File: config.mk
export PLATFORM = sky130hd
export DESIGN_NAME = rgb_window_filter
export DESIGN_NICKNAME = d
export VERILOG_FILES = /design/src/rtl/rgb_window_filter.sv
export SDC_FILE = /design/constraint.sdc
export NUM_CORES = 1
export LEC_CHECK = 0
export BUFFER_PORTS_ARGS = -buffer_cell sky130_fd_sc_hd__buf_4
export CAP_MARGIN = 10
export CELL_PAD_IN_SITES_DETAIL_PLACEMENT = 1
export CELL_PAD_IN_SITES_GLOBAL_PLACEMENT = 1
export CORE_UTILIZATION = 40
export DETAILED_ROUTE_END_ITERATION = 12
export GPL_ROUTABILITY_DRIVEN = 0
export MAX_ROUTING_LAYER = met4
export PLACE_DENSITY_LB_ADDON = 0.1
export SYNTH_ARGS = -nofsm -noshare
export SYNTH_HDL_FRONTEND = slang
export SYNTH_SLANG_ARGS = --single-unit
File: constraint.sdc
create_clock -name clk -period 4.41 [get_ports clk]
set_input_delay 0.2205 -clock clk [delete_from_list [all_inputs] [get_ports clk]]
set_output_delay 0.2205 -clock clk [all_outputs]
set_load 0.01 [all_outputs]
File: src/rtl/rgb_window_filter.sv
`default_nettype none
// ============================================================================
// Module   : rgb_window_filter
// Brief    : 3-stage 3x3 neighbourhood filter for packed {R,G,B} pixels with
//            runtime-selectable mode and valid/ready backpressure.
// Revision : 1.0 - initial release
// ============================================================================
module rgb_window_filter #(
    parameter int CH_BITS  = 4,
    parameter int ABS_EDGE = 0
) (
    input  logic                    clk,
    input  logic                    reset,
    input  logic                    in_valid,
    output logic                    in_ready,
    input  logic                    sof,
    input  logic [2:0]              mode_in,
    input  logic [27*CH_BITS-1:0]   color_data,
    output logic                    out_valid,
    input  logic                    out_ready,
    output logic [3*CH_BITS-1:0]    filter_rgb_out,
    output logic [3*CH_BITS-1:0]    original_out,
    output logic [2:0]              active_mode
);

    localparam int c_pw = 3 * CH_BITS;
    // Signed working width: covers 8C - 8 neighbours and the Gaussian 16x sum.
    localparam int c_rw = CH_BITS + 6;

    localparam logic [2:0] c_mode_pass  = 3'd0;
    localparam logic [2:0] c_mode_red   = 3'd1;
    localparam logic [2:0] c_mode_green = 3'd2;
    localparam logic [2:0] c_mode_blue  = 3'd3;
    localparam logic [2:0] c_mode_gray  = 3'd4;
    localparam logic [2:0] c_mode_gauss = 3'd5;
    localparam logic [2:0] c_mode_sharp = 3'd6;
    localparam logic [2:0] c_mode_edge  = 3'd7;

    localparam logic signed [c_rw-1:0] c_ch_max = {{(c_rw-CH_BITS){1'b0}}, {CH_BITS{1'b1}}};

    logic                   w_advance;
    logic [2:0]             w_beat_mode;
    logic [c_pw-1:0]        w_s1_centre;
    logic [CH_BITS+1:0]     w_gray_sum;
    logic [3*c_rw-1:0]      w_s2_res;
    logic [c_pw-1:0]        w_s3_filt;

    logic                   r_s1_valid;
    logic [2:0]             r_s1_mode;
    logic [9*c_pw-1:0]      r_s1_win;
    logic                   r_s2_valid;
    logic [3*c_rw-1:0]      r_s2_res;
    logic [c_pw-1:0]        r_s2_orig;
    logic                   r_s3_valid;
    logic [c_pw-1:0]        r_s3_filt;
    logic [c_pw-1:0]        r_s3_orig;
    logic [2:0]             r_active_mode;

    // The whole pipeline moves in lock-step; any output stall freezes every stage.
    assign w_advance   = !r_s3_valid || out_ready;
    assign in_ready    = w_advance;
    assign w_beat_mode = sof ? mode_in : r_active_mode;

    assign w_s1_centre = r_s1_win[9*c_pw-1 -: c_pw];
    assign w_gray_sum  = {2'b00, w_s1_centre[c_pw-1 -: CH_BITS]}
                       + {1'b0, w_s1_centre[2*CH_BITS-1 -: CH_BITS], 1'b0}
                       + {2'b00, w_s1_centre[CH_BITS-1:0]};

    // Channel index: 2 = R (MSBs), 1 = G, 0 = B.
    for (genvar ch = 0; ch < 3; ch++) begin : g_ch
        logic signed [c_rw-1:0] w_px [9];
        logic signed [c_rw-1:0] w_sum4;
        logic signed [c_rw-1:0] w_diag;
        logic signed [c_rw-1:0] w_edge;
        logic signed [c_rw-1:0] w_res;
        logic signed [c_rw-1:0] w_s2_v;
        logic [CH_BITS-1:0]     w_sat;

        // Window order from pixel 0: centre, left, right, up, down, UL, UR, DL, DR.
        for (genvar k = 0; k < 9; k++) begin : g_px
            assign w_px[k] = $signed({{(c_rw-CH_BITS){1'b0}},
                                      r_s1_win[(8-k)*c_pw + ch*CH_BITS +: CH_BITS]});
        end

        assign w_sum4 = w_px[1] + w_px[2] + w_px[3] + w_px[4];
        assign w_diag = w_px[5] + w_px[6] + w_px[7] + w_px[8];
        assign w_edge = (w_px[0] <<< 3) - w_sum4 - w_diag;

        always_comb begin
            w_res = w_px[0];
            case (r_s1_mode)
                c_mode_pass:  w_res = w_px[0];
                c_mode_red:   if (ch != 2) w_res = '0;
                c_mode_green: if (ch != 1) w_res = '0;
                c_mode_blue:  if (ch != 0) w_res = '0;
                c_mode_gray:  w_res = $signed({{(c_rw-CH_BITS-2){1'b0}}, w_gray_sum}) >>> 2;
                c_mode_gauss: w_res = ((w_px[0] <<< 2) + (w_sum4 <<< 1) + w_diag) >>> 4;
                c_mode_sharp: w_res = (w_px[0] <<< 2) + w_px[0] - w_sum4;
                c_mode_edge:  w_res = ((ABS_EDGE != 0) && w_edge[c_rw-1]) ? -w_edge : w_edge;
                default:      w_res = w_px[0];
            endcase
        end

        assign w_s2_res[ch*c_rw +: c_rw] = w_res;
        assign w_s2_v = $signed(r_s2_res[ch*c_rw +: c_rw]);

        always_comb begin
            if (w_s2_v[c_rw-1]) begin
                w_sat = '0;
            end else if (w_s2_v > c_ch_max) begin
                w_sat = '1;
            end else begin
                w_sat = w_s2_v[CH_BITS-1:0];
            end
        end

        assign w_s3_filt[ch*CH_BITS +: CH_BITS] = w_sat;
    end

    always_ff @(posedge clk) begin
        if (reset) begin
            r_s1_valid    <= 1'b0;
            r_s1_mode     <= '0;
            r_s1_win      <= '0;
            r_s2_valid    <= 1'b0;
            r_s2_res      <= '0;
            r_s2_orig     <= '0;
            r_s3_valid    <= 1'b0;
            r_s3_filt     <= '0;
            r_s3_orig     <= '0;
            r_active_mode <= '0;
        end else if (w_advance) begin
            r_s1_valid <= in_valid;
            r_s1_mode  <= w_beat_mode;
            r_s1_win   <= color_data;
            if (in_valid && sof) begin
                r_active_mode <= mode_in;
            end
            r_s2_valid <= r_s1_valid;
            r_s2_res   <= w_s2_res;
            r_s2_orig  <= w_s1_centre;
            r_s3_valid <= r_s2_valid;
            r_s3_filt  <= w_s3_filt;
            r_s3_orig  <= r_s2_orig;
        end
    end

    assign out_valid      = r_s3_valid;
    assign filter_rgb_out = r_s3_filt;
    assign original_out   = r_s3_orig;
    assign active_mode    = r_active_mode;

endmodule
`default_nettype wire

# Word-level counts from Yosys, hierarchy flattened

Cells that the tools add are included.

$add $sub $neg: 38
Mux-type cells: 10
Reduce and logical (&&, ||, !) cells: 7
Eq/ne operators: 7
Magnitude comparators: 3

Operators with widths:

| cell                                                                   | number |
|---|---|
| 10-bit case mux with 5 select lines                                    | 3 |
| 6-bit by 4-bit adder with 7-bit output                                 | 9 |
| 7-bit by 7-bit subtractor with 8-bit output                            | 6 |
| 5-bit by 4-bit adder with 6-bit output                                 | 6 |
| 4-bit by 4-bit adder with 5-bit output                                 | 6 |
| 9-bit by 7-bit adder with 10-bit output                                | 3 |
| 10-bit by 5-bit > comparator with 1-bit output (second input constant) | 3 |
| 6-bit by 8-bit adder with 9-bit output                                 | 3 |
| 8-bit by 8-bit subtractor with 9-bit output                            | 3 |
| 4-bit 2-to-1 mux                                                       | 6 |
| 3-bit equality test (second input constant)                            | 4 |
| 4-bit by 5-bit adder with 6-bit output                                 | 1 |
| 6-bit by 4-bit adder with 6-bit output                                 | 1 |
| 3-bit by 2-bit equality test with 1-bit output (second input constant) | 2 |
| 2-bit OR reduction                                                     | 3 |
| 3-bit by 1-bit equality test with 1-bit output (second input constant) | 1 |
| 3-bit 2-to-1 mux                                                       | 1 |
| 2-bit AND reduction                                                    | 1 |
| 1-bit logical AND                                                      | 1 |
| 1-bit zero test                                                        | 1 |
| 1-bit logical OR                                                       | 1 |

Flip-flop bits (word level): 183
Output and inout port bits: 29
Word-level logic and storage cells: 75
Bits of input ports: 116

# Logic depth before layout (Yosys ltp)

Depth in word-level cells: 6
Depth in mapped cells: 21
Gate-level depth less buffers: 21

# Worst setup path before layout

No wires, ideal clock.

Path kind: register to register
Start: reg r_s1_win[49]
End: reg r_s2_res[7]
Required time: 4.314 ns
Data arrival time: 4.340 ns
Stages on the path, launching flop included: 22
Slack: -0.025 ns
Path buffers: 0
Setup time: 0.096 ns
Clock period less this slack: 4.435 ns
Cells stage by stage: dfxtp_1 -> inv_1 -> fa_1 -> inv_1 -> fa_1 -> ha_1 -> inv_1 -> fa_1 -> xnor2_1 -> inv_1 -> ha_1 -> nor4bb_1 -> o21a_1 -> nor2_1 -> xnor2_1 -> ha_1 -> o21a_1 -> o31a_1 -> nor3_2 -> xnor2_1 -> a21oi_1 -> o41ai_2

Word-level cells in the longest chain between the ends: 4
Elaborated cells on any way between the ends: 7
Classes of those cells: add/sub (6); mux (1)

Ends and longest elaborated chain:

| element                                                                                                       | line   | source |
|---|---|---|
| from (decl)                                                                                                   | 50     | `logic [9*c_pw-1:0] r_s1_win;` |
| from (signal assigned)                                                                                        | 135    | `r_s1_win <= color_data;` |
| 6-bit by 4-bit adder with 7-bit output *                                                                      | 85     | `assign w_sum4 = w_px[1] + w_px[2] + w_px[3] + w_px[4];` |
| 6-bit by 8-bit adder with 9-bit output / 7-bit by 7-bit subtractor with 8-bit output (equally long branches)  | 97, 87 |  |
| 9-bit by 7-bit adder with 10-bit output / 8-bit by 8-bit subtractor with 9-bit output (equally long branches) | 97, 87 |  |
| 10-bit case mux with 5 select lines *                                                                         | 91     | `case (r_s1_mode)` |
| to (signal assigned)                                                                                          | 140    | `r_s2_res <= w_s2_res;` |
| to (decl)                                                                                                     | 52     | `logic [3*c_rw-1:0] r_s2_res;` |

Every way passes the cells marked *; elsewhere a longest branch is shown, timed or not.
A chain may end at the register's enable or synchronous reset.

# Final worst setup path

Start: reg r_s1_win[49]
End: reg r_s2_res[6]

Same word-level chain as after synthesis.

==> reports/metrics.cfg <==
[route]
ant_nets = 0
via_per_inst = 5.18
first_pass_iters = 5
via_count = 10300
drt-wirelength-per-cell_um = 17.6
drtIter0Drc = 413
totalWireLength_mm = 34.9
drc = 0

[cells_and_area]
fin_area_sq_mm = 0.0149
diodes = 0
fill_cells = 3432
final_util_pct = 51.6
fin_nets = 1886
areaGrowthSynthToFinish_pct = 26.3
layoutNonFillerInstCount = 1983
drive_gt1_share_pct = 24.6

[sta]
clock_skew_ns = 0.0103
fin_crit_ns = 4.49
fmaxAchievable_mhz = 223
max-slew-margin-rel_pct = 37.2
setup_viol = 4
grt_setup_unrepaired = true
timing.final.crit_share_pct = 102
setup_slack_ns = -0.0812
worst-slew-pin-transition_ns = 0.941
final_hold_viol_count = 0
drv_slew = 0

[power_and_ir_drop]
leakagePower_nw = 6.73
max-vdd-ir-drop_mv = 0.277
report.power.total_mw = 8.17
p_per_area_mw_per_mm2 = 548

[synth]
yosys_warnings = 0
ys_top_cells_by_count = nand2_1 (290), a21oi_1 (207), dfxtp_1 (180)
synth_largest_area_cell = dfxtp_1
synth_ff_type = dfxtp_1
syn_area_sq_mm = 0.0118
yosys-top-cells-area = dfxtp_1 (31%), fa_1 (13%), ha_1 (11%)
synth.most_common_cell = nand2_1
syn_inst = 1417
async_reset_ff_share_pct = 0
synth_top_area_share_pct = 30.6
syn_nets = 1717
synth-seq-area-share_pct = 30.6
synthDistinctLibCells = 67
ys_ff_latch = 180
synth_area_per_cell_sq_um = 8.32
synth_edf_count = 0

[setup_path]
reg2reg_from = r_s1_win[49]
worstReg2RegEnd = r_s2_res[6]
r2r_slack_ns = -0.08
crit_type = flop to flop
cp.required_ns = 4.78
setup.worst_path.end_class = flop
ff2ff_path_depth = 21
startpoint_type = flop
arrival_ns = 4.87
crit_path_max_fanout = 2

[floorplan]
rows = 62
fp.dieH_um = 174
io-pin-count = 145
die_area_sq_mm = 0.0302
coreArea_sq_mm = 0.0289
die_x_um = 174
start_util_pct = 40.9

[hold_path]
hp-class = input pin to flop
min_delay_worst_endpoint = r_s1_win[8]
holdPathStages = 3
hp-start = color_data[8]

[placed_design]
place_area_sq_mm = 0.0136
portBuffers = 144
dp_hpwl_mm = 25.2
place_ws_ns = -0.246
post-place-cells = 1939

[global_route]
grt_usage_pct = 24.0
overflow = 0
grt_pass1_wl_mm = 55.7
antenna_found_initial = 0
grt_pass1_vias = 10600
grt_max_degree = 182

[clocking]
cts_inserted_buffers = 17
clock_path_buffers = 2
clkTransAtPathRegs_ns = 0.08
cts_tree = done
cts-root-buf = clkbuf_16
clk_latency_ns = 0.45
h-tree-depth = 4
numClockSinks = 180

[status]
status = complete, but fails checks
violations = negative setup slack

[run]
cap_violations = 0

timing repair:
action	CTS	global route
gates resized for setup	53	93
cloned	0	0
hold buffers	1	0
pin swaps	46	100
setup endpoints to repair	19	25
buffers inserted	5	8
hold endpoints to repair	1	0
layer usage:
layer | share of wire, % | vias up | GRT usage (%) | wire (um)
met4 | 1.8 | 0 | 7.09 | 627
li1 | - | 5019 | - | -
met3 | 3.5 | 36 | 2.74 | 1210
met5 | 0 | - | - | 0
met2 | 48 | 206 | 38.9 | 16800
met1 | 47 | 5012 | 31.5 | 16300
power by group:
group          internal, mW  switching [mW]
Clock                 0.765           0.754
Combinational          2.37            2.47
Sequential             1.72          0.0921
cell families (layout without fill, tap and decap cells):
group / Yosys count / after routing / share of synthesized area, %
fa+ha+maj: 184 / 184 / 24.5
simple gates: 425 / 425 / 15.0
compound gates: 346 / 346 / 17.6
xor+xnor: 63 / 63 / 4.74
buf+inv: 210 / 392 / 6.82
mux: 9 / 9 / 0.774
flops: 180 / 180 / 30.6
final cells by class:
type                       instances  area [sq um]  share of cell area, %
inverter                         140           531                   3.56
clock inverter                    14           135                  0.907
multi-input combinational       1027          7990                   53.6
clock buffer                      18           439                   2.95
tap                              384           480                   3.22
timing repair buffer             220          1710                   11.4
sequential                       180          3620                   24.3
sequential cells by signal, summed over array words and instances (netlist names):
| register | flops |
|---|---|
| r_s1_win | 108 |
| r_s2_res | 27 |
| filter_rgb_out | 12 |
| original_out | 12 |
| r_s2_orig | 12 |
| active_mode | 3 |
| r_s1_mode | 3 |
| out_valid | 1 |
| r_s1_valid | 1 |
| r_s2_valid | 1 |
stage by stage:
| step | TNS (ns) | hold WS, ns |
|---|---|---|
| global route | -2.93 | 0.0110 |
| floorplan | 0 | 0.361 |
| CTS | -0.119 | 0.000417 |
| finish | -0.197 | 0.0137 |
| detailed placement | -1.54 | 0.446 |
| global placement | -0.548 | 0.440 |
critical path, cell delays in order (launching register included):
cell and delay [ns]:
dfxtp_2 0.34, inv_2 0.04, fa_1 0.54, inv_2 0.04
fa_1 0.53, ha_2 0.19, inv_2 0.04, fa_2 0.36
xnor2_2 0.23, inv_2 0.09, ha_4 0.22, buf_6 0.12
xor2_1 0.15, ha_1 0.32, buf_6 0.13, buf_4 0.13
o21ai_0 0.17, o21bai_1 0.16, a21oi_4 0.18, xor2_1 0.17
a22oi_1 0.10, a21oi_1 0.18
worst max-delay path by stage:
stage / startpoint / endpoint / slack, ns / depth (start not counted)
after floorplan: r_s1_win[49] / r_s2_res[7] / 0.009 / 21
after global placement: r_s1_win[49] / r_s2_res[7] / -0.16 / 21
after detailed placement: r_s1_win[49] / r_s2_res[7] / -0.25 / 21
after CTS: r_s1_win[49] / r_s2_res[7] / -0.11 / 21
after global routing: r_s1_win[49] / r_s2_res[7] / -0.33 / 21
final: r_s1_win[49] / r_s2_res[6] / -0.08 / 21
cells in the final DEF, fill, tap and decap left out, types with 18 or more instances in the layout:
cell type | Yosys | layout
a21o_1 | 20 | 20
a21oi_1 | 207 | 180
buf_4 | 3 | 210
inv_1 | 140 | 120
fa_1 | 79 | 67
nand2_1 | 290 | 288
a21oi_2 | 1 | 27
nor3_1 | 22 | 20
inv_2 | 0 | 18
nor2_1 | 63 | 60
o21ai_0 | 33 | 32
ha_1 | 105 | 85
xnor2_1 | 43 | 32
dfxtp_1 | 180 | 169
Power figures use the tool's default switching activity.
